<file path="src/rtl/intr_pkg.sv">
// Shared types and constants for the priority interrupt controller.
package intr_pkg;

  localparam int unsigned NUM_SRC_DEF = 8;
  localparam int unsigned VEC_W_DEF   = 8;
  localparam int unsigned CFG_W       = 8;

  typedef enum logic {
    ST_IDLE = 1'b0,
    ST_REQ  = 1'b1
  } state_t;

  localparam logic [1:0] ADDR_MASK = 2'd0;
  localparam logic [1:0] ADDR_MODE = 2'd1;
  localparam logic [1:0] ADDR_BASE = 2'd2;
  localparam logic [1:0] ADDR_CLR  = 2'd3;

  // Every source comes out of reset masked.
  localparam logic [CFG_W-1:0] RST_MASK = 8'hFF;

endpackage

</file>
<file path="src/rtl/intr_ctrl_prio_enc.sv">
// Lowest-index-first priority encoder; combinational, outputs carry the _c suffix.
module prio_enc #(
  parameter int unsigned N    = 8,
  parameter int unsigned ID_W = 3
) (
  input  logic [N-1:0]    i_req,
  output logic            o_valid_c,
  output logic [ID_W-1:0] o_id_c
);

  // Scan from the top down so the lowest set index is the last one written.
  always_comb begin
    o_valid_c = 1'b0;
    o_id_c    = '0;
    for (int i = int'(N) - 1; i >= 0; i--) begin
      if (i_req[i]) begin
        o_valid_c = 1'b1;
        o_id_c    = ID_W'(i);
      end
    end
  end

endmodule

</file>
<file path="src/rtl/intr_ctrl.sv">
// Priority interrupt controller: pending/mask/mode/ISR tracking, one intr/inta
// handshake to the CPU with a registered vector, and EOI-driven ISR retirement.
module intr_ctrl
  import intr_pkg::*;
#(
  parameter int unsigned NUM_SRC = NUM_SRC_DEF,
  parameter int unsigned VEC_W   = VEC_W_DEF
) (
  input  logic               clk,
  input  logic               rst,
  input  logic [NUM_SRC-1:0] irq,
  output logic               intr,
  input  logic               inta,
  output logic [VEC_W-1:0]   vector,
  input  logic               eoi,
  input  logic               cfg_we,
  input  logic [1:0]         cfg_addr,
  input  logic [CFG_W-1:0]   cfg_wdata,
  output logic [NUM_SRC-1:0] pending_o,
  output logic [NUM_SRC-1:0] isr_o
);

  localparam int unsigned ID_W = (NUM_SRC > 1) ? $clog2(NUM_SRC) : 1;

  state_t             r_state;
  logic               r_intr;
  logic [VEC_W-1:0]   r_vector;
  logic [ID_W-1:0]    r_vec_id;
  logic [NUM_SRC-1:0] r_irq_q;
  logic [NUM_SRC-1:0] r_pending;
  logic [NUM_SRC-1:0] r_isr;
  logic [NUM_SRC-1:0] r_mask;
  logic [NUM_SRC-1:0] r_mode;
  logic [VEC_W-1:0]   r_base;

  logic [NUM_SRC-1:0] w_cand_req;
  logic               w_cand_valid;
  logic [ID_W-1:0]    w_cand_id;
  logic               w_isr_valid;
  logic [ID_W-1:0]    w_isr_id;
  logic               w_cand_ok;
  logic [VEC_W-1:0]   w_cand_vec;
  logic               w_grant;
  logic [NUM_SRC-1:0] w_grant_oh;
  logic [NUM_SRC-1:0] w_eoi_oh;
  logic [NUM_SRC-1:0] w_cfg_clr;
  logic [NUM_SRC-1:0] w_edge_next;
  logic [NUM_SRC-1:0] w_pending_next;
  logic [NUM_SRC-1:0] w_isr_next;

  assign w_cand_req = r_pending & ~r_mask & ~r_isr;

  prio_enc #(.N(NUM_SRC), .ID_W(ID_W)) u_cand_enc (
    .i_req     (w_cand_req),
    .o_valid_c (w_cand_valid),
    .o_id_c    (w_cand_id)
  );

  prio_enc #(.N(NUM_SRC), .ID_W(ID_W)) u_isr_enc (
    .i_req     (r_isr),
    .o_valid_c (w_isr_valid),
    .o_id_c    (w_isr_id)
  );

  // A candidate must outrank every interrupt already in service.
  assign w_cand_ok  = w_cand_valid && (!w_isr_valid || (w_cand_id < w_isr_id));
  assign w_cand_vec = VEC_W'(r_base + VEC_W'(w_cand_id));

  // The grant always targets the id currently presented on vector.
  assign w_grant    = (r_state == ST_REQ) && inta;
  assign w_grant_oh = w_grant ? (NUM_SRC'(1) << r_vec_id) : '0;
  assign w_eoi_oh   = (eoi && w_isr_valid) ? (NUM_SRC'(1) << w_isr_id) : '0;
  assign w_cfg_clr  = (cfg_we && (cfg_addr == ADDR_CLR)) ? NUM_SRC'(cfg_wdata) : '0;

  // Edge sources: set wins over grant/cfg clear; level sources track irq.
  assign w_edge_next    = (r_pending & ~(w_grant_oh | w_cfg_clr)) | (irq & ~r_irq_q);
  assign w_pending_next = (r_mode & w_edge_next) | (~r_mode & irq);
  assign w_isr_next     = (r_isr & ~w_eoi_oh) | w_grant_oh;

  always_ff @(posedge clk) begin
    if (rst) begin
      r_state   <= ST_IDLE;
      r_intr    <= 1'b0;
      r_vector  <= '0;
      r_vec_id  <= '0;
      r_irq_q   <= '0;
      r_pending <= '0;
      r_isr     <= '0;
      r_mask    <= NUM_SRC'(RST_MASK);
      r_mode    <= '0;
      r_base    <= '0;
    end else begin
      r_irq_q   <= irq;
      r_pending <= w_pending_next;
      r_isr     <= w_isr_next;

      if (cfg_we) begin
        case (cfg_addr)
          ADDR_MASK: r_mask <= NUM_SRC'(cfg_wdata);
          ADDR_MODE: r_mode <= NUM_SRC'(cfg_wdata);
          ADDR_BASE: r_base <= VEC_W'(cfg_wdata);
          default:   ;
        endcase
      end

      case (r_state)
        ST_IDLE: begin
          if (w_cand_ok) begin
            r_state  <= ST_REQ;
            r_intr   <= 1'b1;
            r_vec_id <= w_cand_id;
            r_vector <= w_cand_vec;
          end
        end
        ST_REQ: begin
          // An acknowledge is honoured even if the candidate vanishes that cycle.
          if (inta) begin
            r_state <= ST_IDLE;
            r_intr  <= 1'b0;
          end else if (!w_cand_ok) begin
            r_state <= ST_IDLE;
            r_intr  <= 1'b0;
          end else begin
            r_vec_id <= w_cand_id;
            r_vector <= w_cand_vec;
          end
        end
        default: begin
          r_state <= ST_IDLE;
          r_intr  <= 1'b0;
        end
      endcase
    end
  end

  assign intr      = r_intr;
  assign vector    = r_vector;
  assign pending_o = r_pending;
  assign isr_o     = r_isr;

endmodule

</file>
<file path="config.mk">
export PLATFORM = sky130hd
export DESIGN_NAME = intr_ctrl
export DESIGN_NICKNAME = d
export VERILOG_FILES = /design/src/rtl/intr_pkg.sv /design/src/rtl/intr_ctrl_prio_enc.sv /design/src/rtl/intr_ctrl.sv
export SDC_FILE = /design/constraint.sdc
export NUM_CORES = 1
export LEC_CHECK = 0
export CAP_MARGIN = 15
export CORE_MARGIN = 4
export CORE_UTILIZATION = 54
export CTS_BUF_LIST = sky130_fd_sc_hd__clkbuf_8
export DETAILED_ROUTE_END_ITERATION = 12
export GPL_TIMING_DRIVEN = 0
export PLACE_DENSITY = 0.87
export SETUP_SLACK_MARGIN = 0.5
export SYNTH_ARGS = -nofsm -noshare
export SYNTH_HDL_FRONTEND = slang
export SYNTH_SLANG_ARGS = --single-unit
</file>
<file path="constraint.sdc">
create_clock -name clk -period 3.6 [get_ports clk]
set_clock_uncertainty 0.1 [all_clocks]
set_input_delay 0.36 -clock clk [delete_from_list [all_inputs] [get_ports clk]]
set_output_delay 0.36 -clock clk [all_outputs]
set_load 0.02 [all_outputs]
</file>
## Word-level counts from Yosys, hierarchy flattened

Cells that the tools add are included.

| storage, ports and cells | value |
|---|---|
| register bits | 61 |
| logic and storage cells | 97 |
| output and inout bits | 25 |
| input bits | 23 |

| operators by class | value |
|---|---|
| muxes and demuxes | 48 |
| eq/ne operators | 6 |
| add/sub/neg operators | 1 |
| bitwise gates (word level) | 18 |
| reductions and logical operators | 11 |
| shift-type cells | 2 |
| $lt $le $gt $ge | 1 |

Operator list:

| kind | number |
|---|---|
| 8-bit bitwise AND | 7 |
| 3-bit 2-to-1 mux | 18 |
| 8-bit inverter | 6 |
| 8-bit 2-to-1 mux | 5 |
| 8-bit bitwise OR | 4 |
| 1-bit 2-to-1 mux | 21 |
| 8-bit case mux with 2 select lines | 1 |
| 1-bit by 3-bit << shifter with 8-bit output, first input constant | 2 |
| 8-bit by 3-bit adder with 8-bit output | 1 |
| 2-bit AND reduction | 4 |
| 3-bit case mux with 2 select lines | 1 |
| 2-bit equality test, second input constant | 2 |
| 1-bit logical AND | 4 |
| 2-bit inequality test, second input constant | 2 |
| 1-bit case mux with 2 select lines | 2 |
| 3-bit < comparator | 1 |
| 3-bit inequality test, second input constant | 1 |
| 2-bit by 1-bit equality test with 1-bit output, second input constant | 1 |
| 2-bit logical NOT | 1 |
| 1-bit logical NOT | 1 |
| 1-bit logical OR | 1 |
| 1-bit inverter | 1 |

## Logic depth before layout (Yosys ltp)

| depth | value |
|---|---|
| depth after elaboration | 17 |
| depth in mapped cells | 12 |
| depth with buffers taken out | 11 |

## Cells and area by module

From an unflattened synthesis, not the netlist that was laid out.

| second synthesis, totals | value |
|---|---|
| cell total of the unflattened synthesis | 314 |
| area total of the unflattened synthesis | 2,825.2 µm² |

By module, submodules not included:

| module | cells an instance | seq. area each (µm²) | instances | area each (µm²) |
|---|---|---|---|---|
| intr_ctrl | 288 | 1,221.2 | 1 | 2,665.1 |
| prio_enc | 13 | 0.0 | 2 | 80.1 |

## Worst setup path before layout

No wires, ideal clock.

| path | value |
|---|---|
| path type | reg2reg |
| start point | register r_pending[7] (netlist: pending_o[7]) |
| end point | register r_vector[1] (netlist: vector[1]) |
| buffers on the path | 1 |
| period minus slack after synthesis | 2.650 ns |
| required time | 3.414 ns |
| setup time | 0.086 ns |
| stages on the path, launching flop included | 11 |
| slack | 0.950 ns |
| arrival | 2.465 ns |
| cell sequence | dfxtp_1 or3b_2 and2_2 a21oi_1 ha_1 a21oi_1 a32o_2 a31o_1 buf_6 a21oi_1 a211oi_1 |

| on the way | value |
|---|---|
| cells in the longest elaborated chain, start to end | 16 |
| elaborated cells between the ends (all ways) | 25 |
| classes of those cells | 1 x add/sub; 1 x order compare; 19 x mux; 2 x bitwise; 2 x reduce/logical |

Ends and longest elaborated chain:

| item | line | RTL |
|---|---|---|
| from (decl) | intr_ctrl.sv:30 | `logic [NUM_SRC-1:0] r_pending;` |
| from (signal assigned) | intr_ctrl.sv:94 | `r_pending <= w_pending_next;` |
| 8-bit bitwise AND * (2 in series) | intr_ctrl.sv:51 | `assign w_cand_req = r_pending & ~r_mask & ~r_isr;` |
| 3-bit 2-to-1 mux * (8 in series) | intr_ctrl_prio_enc.sv:16 | `if (i_req[i]) begin` |
| named net u_cand_enc.o_id_c[2] | intr_ctrl_prio_enc.sv:8 | `output logic [ID_W-1:0] o_id_c` |
| 3-bit < comparator * | intr_ctrl.sv:66 | `assign w_cand_ok = w_cand_valid && (!w_isr_valid \|\| (w_cand_id < w_isr_id));` |
| 1-bit logical OR * | intr_ctrl.sv:66 |  |
| 1-bit logical AND * | intr_ctrl.sv:66 |  |
| 8-bit 2-to-1 mux * | intr_ctrl.sv:108, intr_ctrl.sv:120 |  |
| 8-bit 2-to-1 mux | intr_ctrl.sv:117 | `if (inta) begin` |
| 8-bit case mux with 2 select lines * | intr_ctrl.sv:106 | `case (r_state)` |
| to (signal assigned) | intr_ctrl.sv:112 | `r_vector <= w_cand_vec;` |
| to (signal assigned) | intr_ctrl.sv:125 | `r_vector <= w_cand_vec;` |
| to (decl) | intr_ctrl.sv:27 | `logic [VEC_W-1:0] r_vector;` |

The timed path passes the listed nets; every way through them passes the cells marked *. The select of a mux whose other input is x is not followed.
A chain may end at the register's enable or synchronous reset.

## Worst setup path in the final report

| path | value |
|---|---|
| start point | register r_isr[5] (netlist: isr_o[5]) |
| end point | register r_vector[1] (netlist: vector[1]) |

| on the way | value |
|---|---|
| cells in the longest elaborated chain, start to end | 14 |
| elaborated cells between the ends (all ways) | 34 |
| classes of those cells | 1 x add/sub; 1 x order compare; 27 x mux; 2 x bitwise; 3 x reduce/logical |

Ends and longest elaborated chain:

| item | line | RTL |
|---|---|---|
| from (decl) | intr_ctrl.sv:31 | `logic [NUM_SRC-1:0] r_isr;` |
| from (signal assigned) | intr_ctrl.sv:95 | `r_isr <= w_isr_next;` |
| 8-bit inverter * | intr_ctrl.sv:51 |  |
| 8-bit bitwise AND * | intr_ctrl.sv:51 |  |
| 3-bit 2-to-1 mux * (6 in series) | intr_ctrl_prio_enc.sv:16 |  |
| named net u_cand_enc.o_id_c[1] | intr_ctrl_prio_enc.sv:8 |  |
| parallel branches: the longest is 3 deep, another holds 8-bit by 3-bit adder with 8-bit output | -- |  |
| 8-bit 2-to-1 mux * | intr_ctrl.sv:108, intr_ctrl.sv:120 |  |
| 8-bit 2-to-1 mux | intr_ctrl.sv:117 |  |
| 8-bit case mux with 2 select lines * | intr_ctrl.sv:106 |  |

Mark *: on every way through the listed nets, which the timed path passes. The select of a mux whose other input is x is not followed.

==> impl_metrics.tcl <==
set metrics [dict create \
    critPathMaxFanout 8 \
    drv_slew 0 \
    routed_wl_um 6950 \
    wl_met2_um 3340 \
    setup_ws_ns 0.676 \
    synthXorXnorAreaFrac 0.0190 \
    critPathLaunchType "register" \
    cp.required_ns 3.75 \
    fin_crit_sh 0.812 \
    ys_async_sr_fraction 0 \
    min_period_ns 2.92 \
    whs_ns 0.374 \
    final_antenna_net_count 0 \
    synth_top_family_by_area "simple AND/OR/NAND/NOR gates" \
    synthCells 306 \
    finalNonFillerCells 436 \
    rsz0062_at_grt "no" \
    synth_seq_cells 61 \
    status "completed" \
    grt_max_degree 11 \
    place_inst 420 \
    final_area_um2 3540 \
    num-fill-cells 386 \
    grt_usage 0.232 \
    synth_area_um2 2770 \
    cts_buffer_depth 2 \
    synth_nets 335 \
    first_global_vias 2425 \
    setup_viol 0 \
    fmax_mhz 342 \
    place_ws_ns 0.714 \
    area_delta_synth_final_pct 27.8 \
    clkSinkCount 61 \
    ys.flop_type "dfxtp_1" \
    route.detailed.drc 0 \
    diodes 0 \
    yosysSeqAreaShare 0.440 \
    die_w_um 79.7 \
    cts-root-buf "clkbuf_8" \
    numCtsBuffers 9 \
    rows 25 \
    crit_type "reg -> reg" \
    synth-compound-area-share 0.208 \
    overflow 0 \
    finalNetCount 393 \
    antenna_found_initial 0 \
    dr_total_vias 2496 \
    fin_setup_tns_ns 0 \
    leakagePower_uw 0.00140 \
    synth-edff-count 0 \
    yosys.area.top_type_share 0.440 \
    routed_via_density 5.72 \
    globalplace.congestion 0.898 \
    htreeDepth 3 \
    slew_headroom 0.413 \
    cts.clk_slew.worst_paths_ns 0.06 \
    die_h_um 79.7 \
    drv_cap 0 \
    clk_latency_ns 0.34 \
    cpPeakStageDelay_ns 0.39 \
    synth_fa_ha_area_frac 0.0298 \
    die-area_um2 6340 \
    synth_area_leaders "dfxtp_1, mux2i_1, a211oi_1" \
    drive_gt1_frac 0.0732 \
    grt_pass1_wl_um 11200 \
    hold_buffers 0 \
    hold_viol 0 \
    hp-class "reg -> reg" \
    met1Wirelength_um 3010 \
    synthMuxAreaShare 0.0578 \
    port_buffers 47 \
    power_density_nw_per_um2 445 \
    crit_chain "nor3b_1 -> a211oi_1 -> o31ai_1 -> inv_1 -> ha_1 -> nand2_1 -> a32o_2 -> a31oi_2 -> nor2_2 -> a211oi_1" \
    maxUsedRoutingLayer "met4" \
    crit_arrival_ns 3.08 \
    syn_avg_cell_area_um2 9.06 \
    synth-simple-area-share 0.211 \
    io_pins 48 \
    core_area_um2 4850 \
    initial_core_util 0.572 \
    synth_cell_types 46 \
    tritoncts "yes" \
    wire_per_inst_um 15.9 \
    slowest_stage "dfxtp_1" \
    dr.pass1.iters 5 \
    dp_hpwl_um 5120 \
    crit_path_end_kind "register" \
    yosysTopAreaCell "dfxtp_1" \
    dr_wl_met3_um 528 \
    final_common_cell "dfxtp_1" \
    ir_worst_vdd_uv 351 \
    postPlaceCellArea_um2 3330 \
    drt_iter0_markers 154 \
    critPathMostFrequentCell "a211oi_1" \
    tightest_slew_ns 0.878 \
    final_cell_mix "dfxtp_1, clkdlybuf4s50_1, nand2_1" \
    ys_warn_count 0 \
]
[where the power goes]
part | total (uW) | switching, uW | internal [uW]
clock network | 638 | 258 | 381
registers | 732 | 23.1 | 709
logic | 205 | 107 | 98.6
total | 1580 | 388 | 1190
[flip-flops by register name, indices dropped and copies added (netlist names)]
signal,flops
r_irq_q,8
r_mask,8
r_mode,8
isr_o,8
r_state,1
vector,8
r_vec_id,3
pending_o,8
intr,1
r_base,8
[cells in the mapped netlist, drive strengths merged (2+ instances only)]
cell type	number
nand2	29
dfxtp	61
o31ai	2
a211o	9
a31oi	2
nand3	10
xor2	4
nand3b	6
clkbuf	11
mux2i	16
a21o	2
a21oi	22
buf	3
nor3	2
nor2	29
a22o	8
o21ai	12
ha	5
or3b	2
inv	9
and3	3
a211oi	15
nor2b	18
xnor2	2
nor3b	9
[through the flow]
stage,util,total power [uW]
2_1_floorplan,-,859
3_3_place_gp,0.686,944
3_5_place_dp,0.686,950
4_1_cts,0.729,1580
5_1_grt,0.731,1630
6_report,0.731,1580
[cell families (layout without fill, tap and decap cells)]
kind of cell | count (synthesis) | count (layout)
buffers and inverters | 23 | 86
XOR/XNOR | 6 | 6
multiplexers | 16 | 16
adder cells (fa/ha/maj) | 6 | 6
AO/OA/AOI/OAI | 81 | 81
flip-flops | 61 | 61
AND/OR/NAND/NOR | 113 | 113
[final cells by class]
| type | instances | area [um2] | area share |
|---|---|---|---|
| Clock inverter | 7 | 82.6 | 0.0233 |
| Tap cell | 67 | 83.8 | 0.0236 |
| Timing Repair Buffer | 47 | 470 | 0.133 |
| Clock buffer | 9 | 124 | 0.0349 |
| Multi-Input combinational cell | 222 | 1470 | 0.414 |
| Sequential cell | 61 | 1220 | 0.345 |
| Inverter | 9 | 33.8 | 0.00953 |
| Buffer | 14 | 62.6 | 0.0176 |
[layer usage]
metal,vias up,GRT usage
met3,7,0.0655
met2,96,0.378
met1,1182,0.290
met5,-,0
met4,0,0.0911
li1,1211,-
[critical path: cells and delay by family (launching register included)]
kind	cells	cell delay, ns
buf+inv	1	0.17
fa+ha+maj	1	0.31
simple gates	3	0.55
flops	1	0.39
compound gates	5	1.31
[timing repair]
action | in CTS | in global routing
endpoints found under the hold margin | 0 | 0
setup endpoints to repair | 0 | 4
gates resized for setup | 0 | 4
buffers inserted | 0 | 0
[worst paths after layout]
path	start	cells past startpoint	slack (ns)	end
setup / recovery	isr_o[5]$_SDFF_PP0_	10	0.68	vector[1]$_SDFFE_PP0P_
hold / removal	vector[2]$_SDFFE_PP0P_	2	0.37	vector[2]$_SDFFE_PP0P_
setup reg to reg	isr_o[5]$_SDFF_PP0_	10	0.68	vector[1]$_SDFFE_PP0P_
hold reg to reg	vector[2]$_SDFFE_PP0P_	2	0.37	vector[2]$_SDFFE_PP0P_
Power figures use the tool's default switching activity.
